## src/rtl/compute_seq_unit_if.sv

```systemverilog
// compute_seq_unit_if
// Request/response bundle between the issue control and the nibble-serial
// compute unit.
//   start  : request strobe, carries op/a/b on the accepting edge
//   op     : 00 ADD, 01 SUB, 10 PADDSB, 11 RED
//   a, b   : 16-bit operands
//   busy   : unit is iterating over slices
//   done   : one-cycle pulse, result/ovfl valid
//   result : registered 16-bit result, held until the next completion
//   ovfl   : registered overflow/saturation flag qualifying result
//   err    : one-cycle pulse, a start arrived while busy and was dropped
// master = issue control side, slave = compute unit side.
interface compute_seq_unit_if;
  logic        start;
  logic [1:0]  op;
  logic [15:0] a;
  logic [15:0] b;
  logic        busy;
  logic        done;
  logic [15:0] result;
  logic        ovfl;
  logic        err;

  modport master (
    output start, op, a, b,
    input  busy, done, result, ovfl, err
  );

  modport slave (
    input  start, op, a, b,
    output busy, done, result, ovfl, err
  );
endinterface

```

## src/rtl/compute_seq_unit.sv

```systemverilog
// compute_seq_unit
// Multi-cycle execution unit for saturating ADD/SUB, nibble-wise saturating
// PADDSB and the byte reduction RED. One 4-bit adder slice is reused over four
// cycles (LSB slice first); RED uses a 10-bit accumulator over the four bytes.
// Ports:
//   clk : rising-edge clock
//   rst : asynchronous active-high reset
//   bus : compute_seq_unit_if.slave (start/op/a/b in; busy/done/result/ovfl/err out)
module compute_seq_unit (
  input logic               clk,
  input logic               rst,
  compute_seq_unit_if.slave bus
);

  typedef enum logic [1:0] {S_IDLE, S_EXEC, S_DONE} state_t;

  localparam logic [1:0] OP_ADD    = 2'b00;
  localparam logic [1:0] OP_SUB    = 2'b01;
  localparam logic [1:0] OP_PADDSB = 2'b10;
  localparam logic [1:0] OP_RED    = 2'b11;

  state_t      r_state;
  state_t      w_next_state;
  logic [1:0]  r_cnt;
  logic [1:0]  r_op;
  logic [15:0] r_a;
  logic [15:0] r_b;
  logic        r_carry;
  logic [15:0] r_shift;
  logic        r_povf;
  logic [9:0]  r_acc;
  logic [15:0] r_result;
  logic        r_ovfl;
  logic        r_err;

  logic        w_accept;
  logic        w_last;
  logic [3:0]  w_a_nib;
  logic [3:0]  w_b_nib;
  logic [3:0]  w_b_eff;
  logic        w_cin;
  logic [4:0]  w_sum;
  logic        w_nib_ovf;
  logic [3:0]  w_nib_out;
  logic [15:0] w_shift_next;
  logic [7:0]  w_byte;
  logic [9:0]  w_acc_next;
  logic [15:0] w_fin_result;
  logic        w_fin_ovfl;

  // A new request is taken in IDLE and also in DONE (back-to-back issue).
  assign w_accept = bus.start && (r_state != S_EXEC);
  assign w_last   = (r_cnt == 2'd3);

  // ---------------- FSM ----------------
  // NOTE: sequential state uses non-blocking (<=) so every register samples
  // pre-edge values; blocking here would create order-dependent races.
  always_ff @(posedge clk or posedge rst) begin
    if (rst) r_state <= S_IDLE;
    else     r_state <= w_next_state;
  end

  // NOTE: every output of a combinational block gets a default first so no
  // path leaves it unassigned, which would infer a latch.
  always_comb begin
    w_next_state = r_state;
    case (r_state)
      S_IDLE:  if (bus.start) w_next_state = S_EXEC;
      S_EXEC:  if (w_last)    w_next_state = S_DONE;
      S_DONE:  w_next_state = bus.start ? S_EXEC : S_IDLE;
      default: w_next_state = S_IDLE;
    endcase
  end

  // ---------------- slice datapath ----------------
  assign w_a_nib = r_a[{r_cnt, 2'b00} +: 4];
  assign w_b_nib = r_b[{r_cnt, 2'b00} +: 4];
  // SUB is a + ~b + 1; the +1 comes from the carry register preset at accept.
  assign w_b_eff = (r_op == OP_SUB) ? ~w_b_nib : w_b_nib;
  // PADDSB lanes are independent, so the ripple carry is ignored.
  assign w_cin   = (r_op == OP_PADDSB) ? 1'b0 : r_carry;
  assign w_sum   = {1'b0, w_a_nib} + {1'b0, w_b_eff} + {4'b0000, w_cin};

  // Signed overflow of this slice. On the top slice this is also the word
  // overflow of ADD/SUB, since w_a_nib[3]/w_b_eff[3] are the operand signs.
  assign w_nib_ovf = (w_a_nib[3] == w_b_eff[3]) && (w_sum[3] != w_a_nib[3]);
  assign w_nib_out = ((r_op == OP_PADDSB) && w_nib_ovf)
                     ? (w_a_nib[3] ? 4'h8 : 4'h7) : w_sum[3:0];
  // New slice enters at the top; after four shifts slice 0 sits in [3:0].
  assign w_shift_next = {w_nib_out, r_shift[15:4]};

  // RED byte order: a[7:0], a[15:8], b[7:0], b[15:8].
  always_comb begin
    w_byte = r_a[7:0];
    case (r_cnt)
      2'd0: w_byte = r_a[7:0];
      2'd1: w_byte = r_a[15:8];
      2'd2: w_byte = r_b[7:0];
      2'd3: w_byte = r_b[15:8];
      default: w_byte = r_a[7:0];
    endcase
  end
  assign w_acc_next = r_acc + {{2{w_byte[7]}}, w_byte};

  // Final result selection, only used on the last slice.
  always_comb begin
    w_fin_result = w_shift_next;
    w_fin_ovfl   = 1'b0;
    case (r_op)
      OP_ADD, OP_SUB: begin
        if (w_nib_ovf) begin
          w_fin_result = r_a[15] ? 16'h8000 : 16'h7FFF;
          w_fin_ovfl   = 1'b1;
        end
      end
      OP_PADDSB: w_fin_ovfl = r_povf | w_nib_ovf;
      OP_RED:    w_fin_result = {{6{w_acc_next[9]}}, w_acc_next};
      default:   w_fin_ovfl = 1'b0;
    endcase
  end

  always_ff @(posedge clk or posedge rst) begin
    if (rst) begin
      r_cnt    <= 2'd0;
      r_op     <= OP_ADD;
      r_a      <= 16'h0000;
      r_b      <= 16'h0000;
      r_carry  <= 1'b0;
      r_shift  <= 16'h0000;
      r_povf   <= 1'b0;
      r_acc    <= 10'd0;
      r_result <= 16'h0000;
      r_ovfl   <= 1'b0;
      r_err    <= 1'b0;
    end else begin
      // A start during EXEC is dropped and only flagged.
      r_err <= (r_state == S_EXEC) && bus.start;
      if (w_accept) begin
        r_op    <= bus.op;
        r_a     <= bus.a;
        r_b     <= bus.b;
        r_cnt   <= 2'd0;
        r_carry <= (bus.op == OP_SUB);
        r_shift <= 16'h0000;
        r_povf  <= 1'b0;
        r_acc   <= 10'd0;
      end else if (r_state == S_EXEC) begin
        r_cnt   <= r_cnt + 2'd1;
        r_carry <= w_sum[4];
        r_shift <= w_shift_next;
        r_povf  <= r_povf | w_nib_ovf;
        r_acc   <= w_acc_next;
        if (w_last) begin
          r_result <= w_fin_result;
          r_ovfl   <= w_fin_ovfl;
        end
      end
    end
  end

  assign bus.busy   = (r_state == S_EXEC);
  assign bus.done   = (r_state == S_DONE);
  assign bus.result = r_result;
  assign bus.ovfl   = r_ovfl;
  assign bus.err    = r_err;

endmodule

```

## src/flat_wrapper.sv

```systemverilog
// flat-port wrapper written by rule: the top's interface ports become plain ports
module compute_seq_unit_flat 
  (clk, rst, bus_start, bus_op, bus_a, bus_b, bus_busy, bus_done, bus_result, bus_ovfl, bus_err);
  compute_seq_unit_if bus_i ();
  input logic clk;
  input logic rst;
  input wire logic [$bits(bus_i.start)-1:0] bus_start;
  input wire logic [$bits(bus_i.op)-1:0] bus_op;
  input wire logic [$bits(bus_i.a)-1:0] bus_a;
  input wire logic [$bits(bus_i.b)-1:0] bus_b;
  output wire logic [$bits(bus_i.busy)-1:0] bus_busy;
  output wire logic [$bits(bus_i.done)-1:0] bus_done;
  output wire logic [$bits(bus_i.result)-1:0] bus_result;
  output wire logic [$bits(bus_i.ovfl)-1:0] bus_ovfl;
  output wire logic [$bits(bus_i.err)-1:0] bus_err;
  assign bus_i.start = bus_start;
  assign bus_i.op = bus_op;
  assign bus_i.a = bus_a;
  assign bus_i.b = bus_b;
  assign bus_busy = bus_i.busy;
  assign bus_done = bus_i.done;
  assign bus_result = bus_i.result;
  assign bus_ovfl = bus_i.ovfl;
  assign bus_err = bus_i.err;
  compute_seq_unit u_core (.clk(clk), .rst(rst), .bus(bus_i));
endmodule
```

## config.mk

```make
export PLATFORM = sky130hd
export DESIGN_NAME = compute_seq_unit_flat
export DESIGN_NICKNAME = d
export VERILOG_FILES = /design/src/rtl/compute_seq_unit_if.sv /design/src/rtl/compute_seq_unit.sv /design/src/flat_wrapper.sv
export SDC_FILE = /design/constraint.sdc
export NUM_CORES = 1
export LEC_CHECK = 0
export CORE_AREA = 10 10 99 101
export CTS_BUF_LIST = sky130_fd_sc_hd__clkbuf_8
export DETAILED_ROUTE_END_ITERATION = 8
export DIE_AREA = 0 0 109 111
export GPL_TIMING_DRIVEN = 0
export MAX_ROUTING_LAYER = met4
export PLACE_DENSITY = 0.82
export RECOVER_POWER = 50
export SYNTH_ARGS = -nofsm -noshare
export SYNTH_HDL_FRONTEND = slang
export SYNTH_SLANG_ARGS = --single-unit
```

## constraint.sdc

```tcl
create_clock -name clk -period 4.44 [get_ports clk]
set_input_delay 0.666 -clock clk [delete_from_list [all_inputs] [get_ports clk]]
set_output_delay 0.666 -clock clk [all_outputs]
set_load 0.05 [all_outputs]
```

-- Word level (Yosys, flattened, before mapping)
Index checks and enable logic that the tools add are counted.
- add/sub/neg operators: 4
- shifts and indexed selects: 2
- eq/ne operators: 14
- bitwise logic cells: 3
- multiplexer cells: 24
- reduce and logical (&&, ||, !) cells: 11
- operator list (operator ; number):
    $mux W16 ; 4
    $pmux W16 S2 ; 1
    $pmux W8 S4 ; 1
    $shiftx A16 B5 Y4 ; 2
    $mux W10 ; 2
    $mux W4 ; 3
    $add A10 B10 Y10 ; 1
    $eq A2 B2 Y1 const B ; 5
    $eq A2 B1 Y1 const B ; 4
    $mux W2 ; 4
    $mux W1 ; 7
    $logic_not A2 Y1 ; 3
    $pmux W2 S3 ; 1
    $add A4 B4 Y5 ; 1
    $add A5 B1 Y5 ; 1
    $logic_and A1 B1 Y1 ; 4
    $ne A2 B1 Y1 const B ; 2
    $not A4 Y4 ; 1
    $reduce_and A3 Y1 ; 1
    $add A2 B1 Y2 const B ; 1
    $ne A2 B2 Y1 const B ; 1
    $pmux W1 S2 ; 1
    $reduce_and A2 Y1 ; 1
    $reduce_bool A2 Y1 ; 1
    5 further kinds ; 5
- output and inout bits: 20
- register bits: 84
- word-level logic and storage cells: 70

-- Depth between registers and ports, before layout
Gate-level depths: netlist of run 1.
- depth after elaboration: 11
- depth in mapped cells: 15
- mapped depth without buffers: 13

-- Worst setup path after synthesis of run 1
No wires, ideal clock.
- path type: register to register
- start point: register u_core.r_cnt[0]
- end point: register u_core.r_result[15], in the netlist u_core.bus.result[15]
- clock period less this slack: 3.339 ns
- cell stages (with the launch flop): 13
- setup time: 0.126 ns
- arrival time: 3.214 ns
- required time: 4.314 ns
- buffers on the path: 2
- slack: 1.101 ns
- cell sequence: dfrtp_1 -> clkbuf_1 -> inv_1 -> ha_1 -> clkbuf_1 -> mux2_2 -> ha_1 -> a211oi_1 -> o21ai_0 -> a21oi_1 -> xnor3_1 -> a221oi_1 -> nor2_1
- word-level cells in the longest chain between the ends: 11
- elaborated cells on any way between the ends: 21
- those cells by class: add/sub: 3; eq/ne: 5; shift: 2; mux: 6; bitwise: 1; reduce/logical: 4
- RTL lines (what ; line ; RTL):
    start, declared ; compute_seq_unit.sv:24 ; logic [1:0] r_cnt;
    start signal, assigned ; compute_seq_unit.sv:148 ; r_cnt <= r_cnt + 2'd1;
    $shiftx A16 B5 Y4 ; compute_seq_unit.sv:77 ; assign w_b_nib = r_b[{r_cnt, 2'b00} +: 4];
    $not A4 Y4 ; compute_seq_unit.sv:79 ; assign w_b_eff = (r_op == OP_SUB) ? ~w_b_nib : w_b_nib;
    $mux W4 ; compute_seq_unit.sv:79 ;
    $add A4 B4 Y5 ; compute_seq_unit.sv:82 ; assign w_sum = {1'b0, w_a_nib} + {1'b0, w_b_eff} + {4'b0000, w_cin};
    $add A5 B1 Y5 ; compute_seq_unit.sv:82 ;
    $ne A1 B1 Y1 ; compute_seq_unit.sv:86 ; assign w_nib_ovf = (w_a_nib[3] == w_b_eff[3]) && (w_sum[3] != w_a_nib[3]);
    $logic_and A1 B1 Y1 ; compute_seq_unit.sv:86 ;
    $logic_and A1 B1 Y1 ; compute_seq_unit.sv:87 ; assign w_nib_out = ((r_op == OP_PADDSB) && w_nib_ovf)
    $mux W4 ; compute_seq_unit.sv:88 ; ? (w_a_nib[3] ? 4'h8 : 4'h7) : w_sum[3:0];
    $mux W16 ; compute_seq_unit.sv:111 ; if (w_nib_ovf) begin
    $pmux W16 S2 ; compute_seq_unit.sv:109 ; case (r_op)
    end signal, assigned ; compute_seq_unit.sv:154 ; r_result <= w_fin_result;
    end, declared ; compute_seq_unit.sv:32 ; logic [15:0] r_result;
Several ways; a longest one is shown, not always the timed one.
A chain may end at the register's enable or synchronous reset.

-- Worst setup path in the final report of run 1
Same ends and word-level chain as after synthesis.

==> run_results.csv, run 1 <==
group,metric,value,unit
detailed_routing,routed-via-count,3599,
yosys,syn_nets,481,
critical_path,r2r-end,"u_core.bus.result[15]",
critical_path,crit_family,"compound AO/OA/AOI/OAI gates",
floorplanning,die_x,109,um
grt,grt_pass1_vias,3751,
yosys,yosys_warnings,0,
critical_path,path_cells,"clkbuf_1 > inv_1 > ha_1 > clkbuf_2 > a222oi_1 > mux2i_1 > ha_1 > a21oi_1 > o21ai_0 > a21oi_1 > xnor3_1 > a221oi_1 > nor2_1",
floorplanning,dieArea,12100,um2
clocking,cts.sink_count,80,
detailed_routing,remaining_drc_errors,0,
sta,hold_viol,0,
floorplanning,coreArea,7970,um2
grt,track_usage,19.8,%
critical_path,r2r-start,"u_core.r_cnt[0]",
floorplanning,start_util,55.9,%
cells_and_area,layout_common_cells,"dfrtp_1, clkdlybuf4s50_1, nand2_1",
cells_and_area,fin_area,5380,um2
critical_path,rr_worst_depth,13,
sta,layout_min_cycle_time,4090,ps
sta,slew_headroom,-16.0,%
detailed_routing,wl_met1,4800,um
yosys,synth_cell_types,54,
critical_path,crit_arrival,4350,ps
detailed_routing,finalWirelength,11400,um
cells_and_area,layout_commonest_cell,"dfrtp_1",
yosys,synth_ff_type,"dfrtp_1",
sta,fin_crit_sh,92.1,%
detailed_routing,drt_iter0_markers,213,
critical_path,critPathMaxStageDelay,540,ps
detailed_routing,viasPerCell,5.98,
critical_path,cp_num_buf_inv,3,
min_path,min_from,"u_core.bus.result[4]",
clocking,root_buffer,"clkbuf_8",
grt,grt_max_degree,71,
sta,finalSetupViolations,0,
critical_path,end_kind,"register",
detailed_routing,drtPass1Iterations,5,
detailed_routing,route.antenna.remaining_nets,0,
floorplanning,die-height,111,um
clocking,clk_latency,370,ps
grt,grt_pass1_wl,18800,um
sta,hold-worst-slack,489,ps
place,dpl-instance-area,5180,um2
critical_path,cp-endpoint,"u_core.bus.result[15]",
cells_and_area,diodes,0,
grt,antenna_found_initial,0,
place,gp_congestion,0.910,
cells_and_area,finalNetCount,549,
cells_and_area,post-route-util,67.6,%
outcome,failed_checks,"max-capacitance violations, max-slew violations",
sta,max_freq,245,MHz
flow_run,maxCapViolations,1,
sta,clock_skew,14.1,ps
clocking,htree_levels,3,
detailed_routing,top_layer,"met4",
critical_path,crit_start,"u_core.r_cnt[0]",
yosys,synth-seq-cells,80,
cells_and_area,fillers,612,
yosys,synthArstFlopShare,100,%
yosys,synth_seq_area_share,44.9,%
critical_path,start_kind,"register",
yosys,synth_edf_count,0,
grt,grt-ovfl-total,0,
critical_path,crit_type,"register to register",
floorplanning,num_rows,33,
critical_path,cp_num_cells,13,
clocking,cts_tree,"built",
yosys,syn_avg_cell_area,10.5,um2
sta,tightest_slew,1740,ps
detailed_routing,wire_per_inst,18.9,um
detailed_routing,routed-wl-met3,724,um
detailed_routing,wl_met2,5630,um
yosys,netlist_instances,424,
clocking,clk_pin_slew_worst_paths,90,ps
cells_and_area,drive_gt1_share,15.9,%
min_path,hp-class,"register to register",
clocking,cts-buffers-inserted,9,
critical_path,worst_path_max_delay_cell,"clkbuf_1",
place,numPortBuffers,56,
cells_and_area,area_delta_synth_final,20.8,%
sta,rsz0062_at_grt,"false",
clocking,postCtsSetupBuffers,0,
outcome,status,"finished, violations left",
place,dp_hpwl,8590,um
clocking,clock_path_buffers,2,
critical_path,reg2reg_slack,350,ps
sta,finalSetupTns,0,ps
critical_path,crit_required,4700,ps
critical_path,cp_max_fo,10,
floorplanning,io-pin-count,57,
sta,slew_viol_final,71,
yosys,synth_area,4460,um2
sequential cells by signal, indices dropped and copies added, names as in the netlist:
name	flops
u_core.bus.result	16
u_core.r_state	2
u_core.r_acc	10
u_core.bus.err	1
u_core.r_a	16
u_core.bus.ovfl	1
u_core.r_cnt	2
u_core.r_b	16
u_core.r_op	2
u_core.r_carry	1
u_core.r_povf	1
u_core.r_shift	12
cells in the mapped netlist (all sizes together) (2+ instances only):
cell type   n  area [um2]
xor2        5        43.8
a22oi       2        15.0
o21a        4        30.0
a2111oi     2        17.5
ha         17         213
clkbuf     20        76.3
a22o        3        26.3
a211oi      2        15.0
mux2       38         428
nand3b      2        15.0
mux2i       8        80.1
a21oi      21         120
nor2       24         100
a222oi      7        70.1
dfrtp      80        2000
or3         2        12.5
o211ai      5        37.5
o21ai      27         146
inv        20        75.1
mux4        8         184
nand2      51         191
nand2b      4        25.0
xnor2       7        61.3
o31ai       3        22.5
nand3      25         125
a21o        4        30.0
a211o       3        26.3
a31oi       6        37.5
fa          3        60.1
buf         6        43.8
nor2b       3        18.8
per-layer routing:
metal	up-vias	GRT usage, %
li1	1652	-
met1	1790	24.3
met2	136	32.0
met3	21	3.55
met4	0	6.86
met5	-	-
what timing repair did:
item,4_1_cts,5_1_grt
resized for setup,0,1
hold buffers,0,0
hold endpoints to repair,0,0
setup endpoints to repair,0,1
logic make-up after synthesis:
kind of cell | synth area share [%]
AOI/OAI and AO/OA | 14.5
muxes | 15.5
and+or+nand+nor | 11.6
buffers and inverters | 4.46
adders and majority gates | 6.12
xor gates and xnor gates | 2.86
DFF | 44.9
layout make-up:
| type | count | area [um2] | area share [%] |
|---|---|---|---|
| clock buffers | 9 | 124 | 2.30 |
| multi-input cells | 297 | 2260 | 41.9 |
| repair buffers | 57 | 566 | 10.5 |
| flip-flops and latches | 80 | 2000 | 37.2 |
| clock inverters | 7 | 103 | 1.91 |
| well taps | 105 | 131 | 2.44 |
| inverters | 21 | 80.1 | 1.49 |
| plain buffers | 26 | 120 | 2.23 |
metrics by stage:
stage | instances | setup WS, ps
final | 602 | 351
after global routing | 602 | 76.8
after CTS | 602 | 290
after detailed placement | 586 | 312
after global placement | 585 | 403
after floorplan | 424 | 1100
worst reg2reg max path, cell delays in order, from the launching register on:
cell,delay (ps)
dfrtp_1,450
clkbuf_1,540
inv_1,170
ha_1,240
clkbuf_2,180
a222oi_1,380
mux2i_1,210
ha_1,370
a21oi_1,180
o21ai_0,170
a21oi_1,310
xnor3_1,360
a221oi_1,350
nor2_1,70
how the worst min path moves through the flow:
stage | to | slack [ps] | depth (start not counted)
global placement | u_core.bus.result[5] | 470 | 2
detailed placement | u_core.r_povf | 480 | 2
finish | u_core.bus.result[4] | 490 | 2
global route | u_core.bus.result[4] | 520 | 2
CTS | u_core.r_povf | 500 | 2
floorplan | u_core.r_povf | 450 | 2
Power of run 1 is left out: the tool's default activity adds up to more than one toggle a clock period on the data nets, which glitch-free logic cannot reach.
==> inputs of run 2 (changes only) <==
- HOLD_SLACK_MARGIN: default -> 0.08
==> results of run 2 <==
No change in the layout: final DEF, timing and power equal those of run 1.
Power of run 2 is left out for the same reason.
==> inputs of run 3 (changes only) <==
- CTS_CLUSTER_DIAMETER: default -> 120
- SKIP_LAST_GASP: default -> 1
==> results of run 3 <==
No change in the layout: final DEF, timing and power equal those of run 1.
Power of run 3 is left out for the same reason.
==> variant: new RTL, settings of run 3 <==
Encoding of `state_t`: now one-hot (3 bits for 3 states).
--- a/src/rtl/compute_seq_unit.sv
+++ b/src/rtl/compute_seq_unit.sv
@@ -12,7 +12,7 @@
   compute_seq_unit_if.slave bus
 );
 
-  typedef enum logic [1:0] {S_IDLE, S_EXEC, S_DONE} state_t;
+  typedef enum logic [2:0] {S_IDLE = 3'b001, S_EXEC = 3'b010, S_DONE = 3'b100} state_t;
 
   localparam logic [1:0] OP_ADD    = 2'b00;
   localparam logic [1:0] OP_SUB    = 2'b01;
Behaviour: no difference found for any inputs over 10 cycles, from zero or initial values and one cycle with rst high; not proved beyond that.
==> variant against run 3 <==
Via count is 1.4% higher; routed wire length is 1.7% higher; cell area is 0.88% lower; synthesized cell count is 1.9% higher; area after synthesis is 0.48% higher; worst setup slack worse by 0.91 ps; count of clock-buffer cells in the layout is 1 higher; sequential cell count is 1 higher.
==> variant: results <==
INSERT INTO impl_metrics (metric_group, metric, value, unit) VALUES
('run_status', 'outcome', 'complete, no violations', ''),
('routing', 'drt_pass_1_iters', '6', ''),
('grt', 'grt_pass1_wl', '18900', 'µm'),
('finish', 'post_route_cells_drive_above_1_share', '14.5', '%'),
('routing', 'post_drt_via_cell_ratio', '6.00', ''),
('placed_design', 'port-buffer-count', '55', ''),
('finish', 'post_layout_nonfiller_instances', '609', ''),
('grt', 'vias_in_the_first_global_route', '3725', ''),
('grt', 'grtUsageTotal', '19.9', '%'),
('synthesis', 'synth.top_cells.by_area', 'dfrtp_1 (45%), mux2_2 (9.3%), ha_1 (4.8%), nand2_1 (4.5%), mux4_2 (4.0%)', ''),
('placed_design', 'count_of_placed_standard_cells_including_taps', '593', ''),
('sta', 'clock-skew-final', '17.1', 'ps'),
('placed_design', 'gp_congestion', '0.941', ''),
('synthesis', 'synthesis.nets', '489', ''),
('placed_design', 'detailed_place_hpwl', '8750', 'µm'),
('synthesis', 'post_synth_most_frequent_cells', 'dfrtp_1 (80), nand2_1 (54), mux2_2 (37)', ''),
('grt', 'grt_max_degree', '59', ''),
('routing', 'drt_iter0_markers', '238', ''),
('routing', 'wl', '11600', 'µm'),
('synthesis', 'postSynthAreaPerCell', '10.4', 'µm²');
-- variant: changes by cell type after synthesis, sizes merged, moves of 3 or more --
cell | run 3 | this run
a21oi | 21 | 24
o21ai | 27 | 32
nand3 | 25 | 12
nand2 | 51 | 54
mux2i | 8 | 11
a211oi | 2 | 5
a31oi | 6 | 12
o211ai | 5 | 1
-- variant: worst paths after layout --
check,depth (start not counted),to,slack [ps],startpoint
min,1,u_core.bus.ovfl,490,u_core.bus.ovfl
min in group asynchronous,2,u_core.r_b[12],950,rst
max,13,u_core.bus.result[13],350,u_core.r_cnt[0]
min reg2reg,1,u_core.bus.ovfl,490,u_core.bus.ovfl
max reg2reg,13,u_core.bus.result[13],350,u_core.r_cnt[0]
max in group asynchronous,3,u_core.r_shift[12],1580,rst
-- variant: per-stage QoR --
step / setup slack (ps) / power, mW
2_1_floorplan: 1160 / 2.64
4_1_cts: 140 / 3.73
5_1_grt: 39.5 / 3.99
3_3_place_gp: 299 / 3.16
3_5_place_dp: 168 / 3.23
6_report: 350 / 3.74
-- variant: final cells by class --
class	count	area (µm²)	share of cell area, %
buffer	27	114	2.13
clock buffer	10	138	2.58
clock inverter	6	33.8	0.633
inverter	19	72.6	1.36
multi-input combinational	305	2260	42.4
sequential	81	2030	38.0
tap	105	131	2.46
timing repair buffer	56	556	10.4
-- variant: worst max-delay path, stage by stage, from the launching register on --
cell	delay, ps
dfrtp_1	470
clkbuf_1	480
inv_1	150
ha_1	230
clkbuf_1	220
a222oi_1	420
mux2i_1	270
ha_1	430
o21a_1	190
nand2_1	70
o21a_1	180
and3_1	180
o21ai_1	490
a31oi_1	170
-- variant: logic make-up (layout without fill, tap and decap cells) --
kind of cell / Yosys count / in the layout / share of synthesized area [%]
and+or+nand+nor: 112 / 112 / 11.1
AOI/OAI and AO/OA: 104 / 104 / 15.0
DFF: 81 / 81 / 45.3
muxes: 56 / 56 / 15.8
buffers and inverters: 46 / 118 / 4.14
adders and majority gates: 20 / 20 / 6.09
xor gates and xnor gates: 13 / 13 / 2.54
-- variant: per-layer routing --
layer  vias to the layer above  wire length (µm)  GRT usage [%]
li1                       1675                 -              -
met1                      1802              4740           24.2
met2                       150              5870           32.7
met3                        24               715           3.49
met4                         0               229           6.51
met5                         -                 0              -
-- variant: report_power, final --
| part | leakage, nW | internal, mW | switching, mW |
|---|---|---|---|
| sequential | 0.982 | 0.930 | 0.152 |
| combinational | 1.22 | 0.916 | 1.26 |
| clock | 0.0951 | 0.215 | 0.270 |
| total | 2.30 | 2.06 | 1.68 |
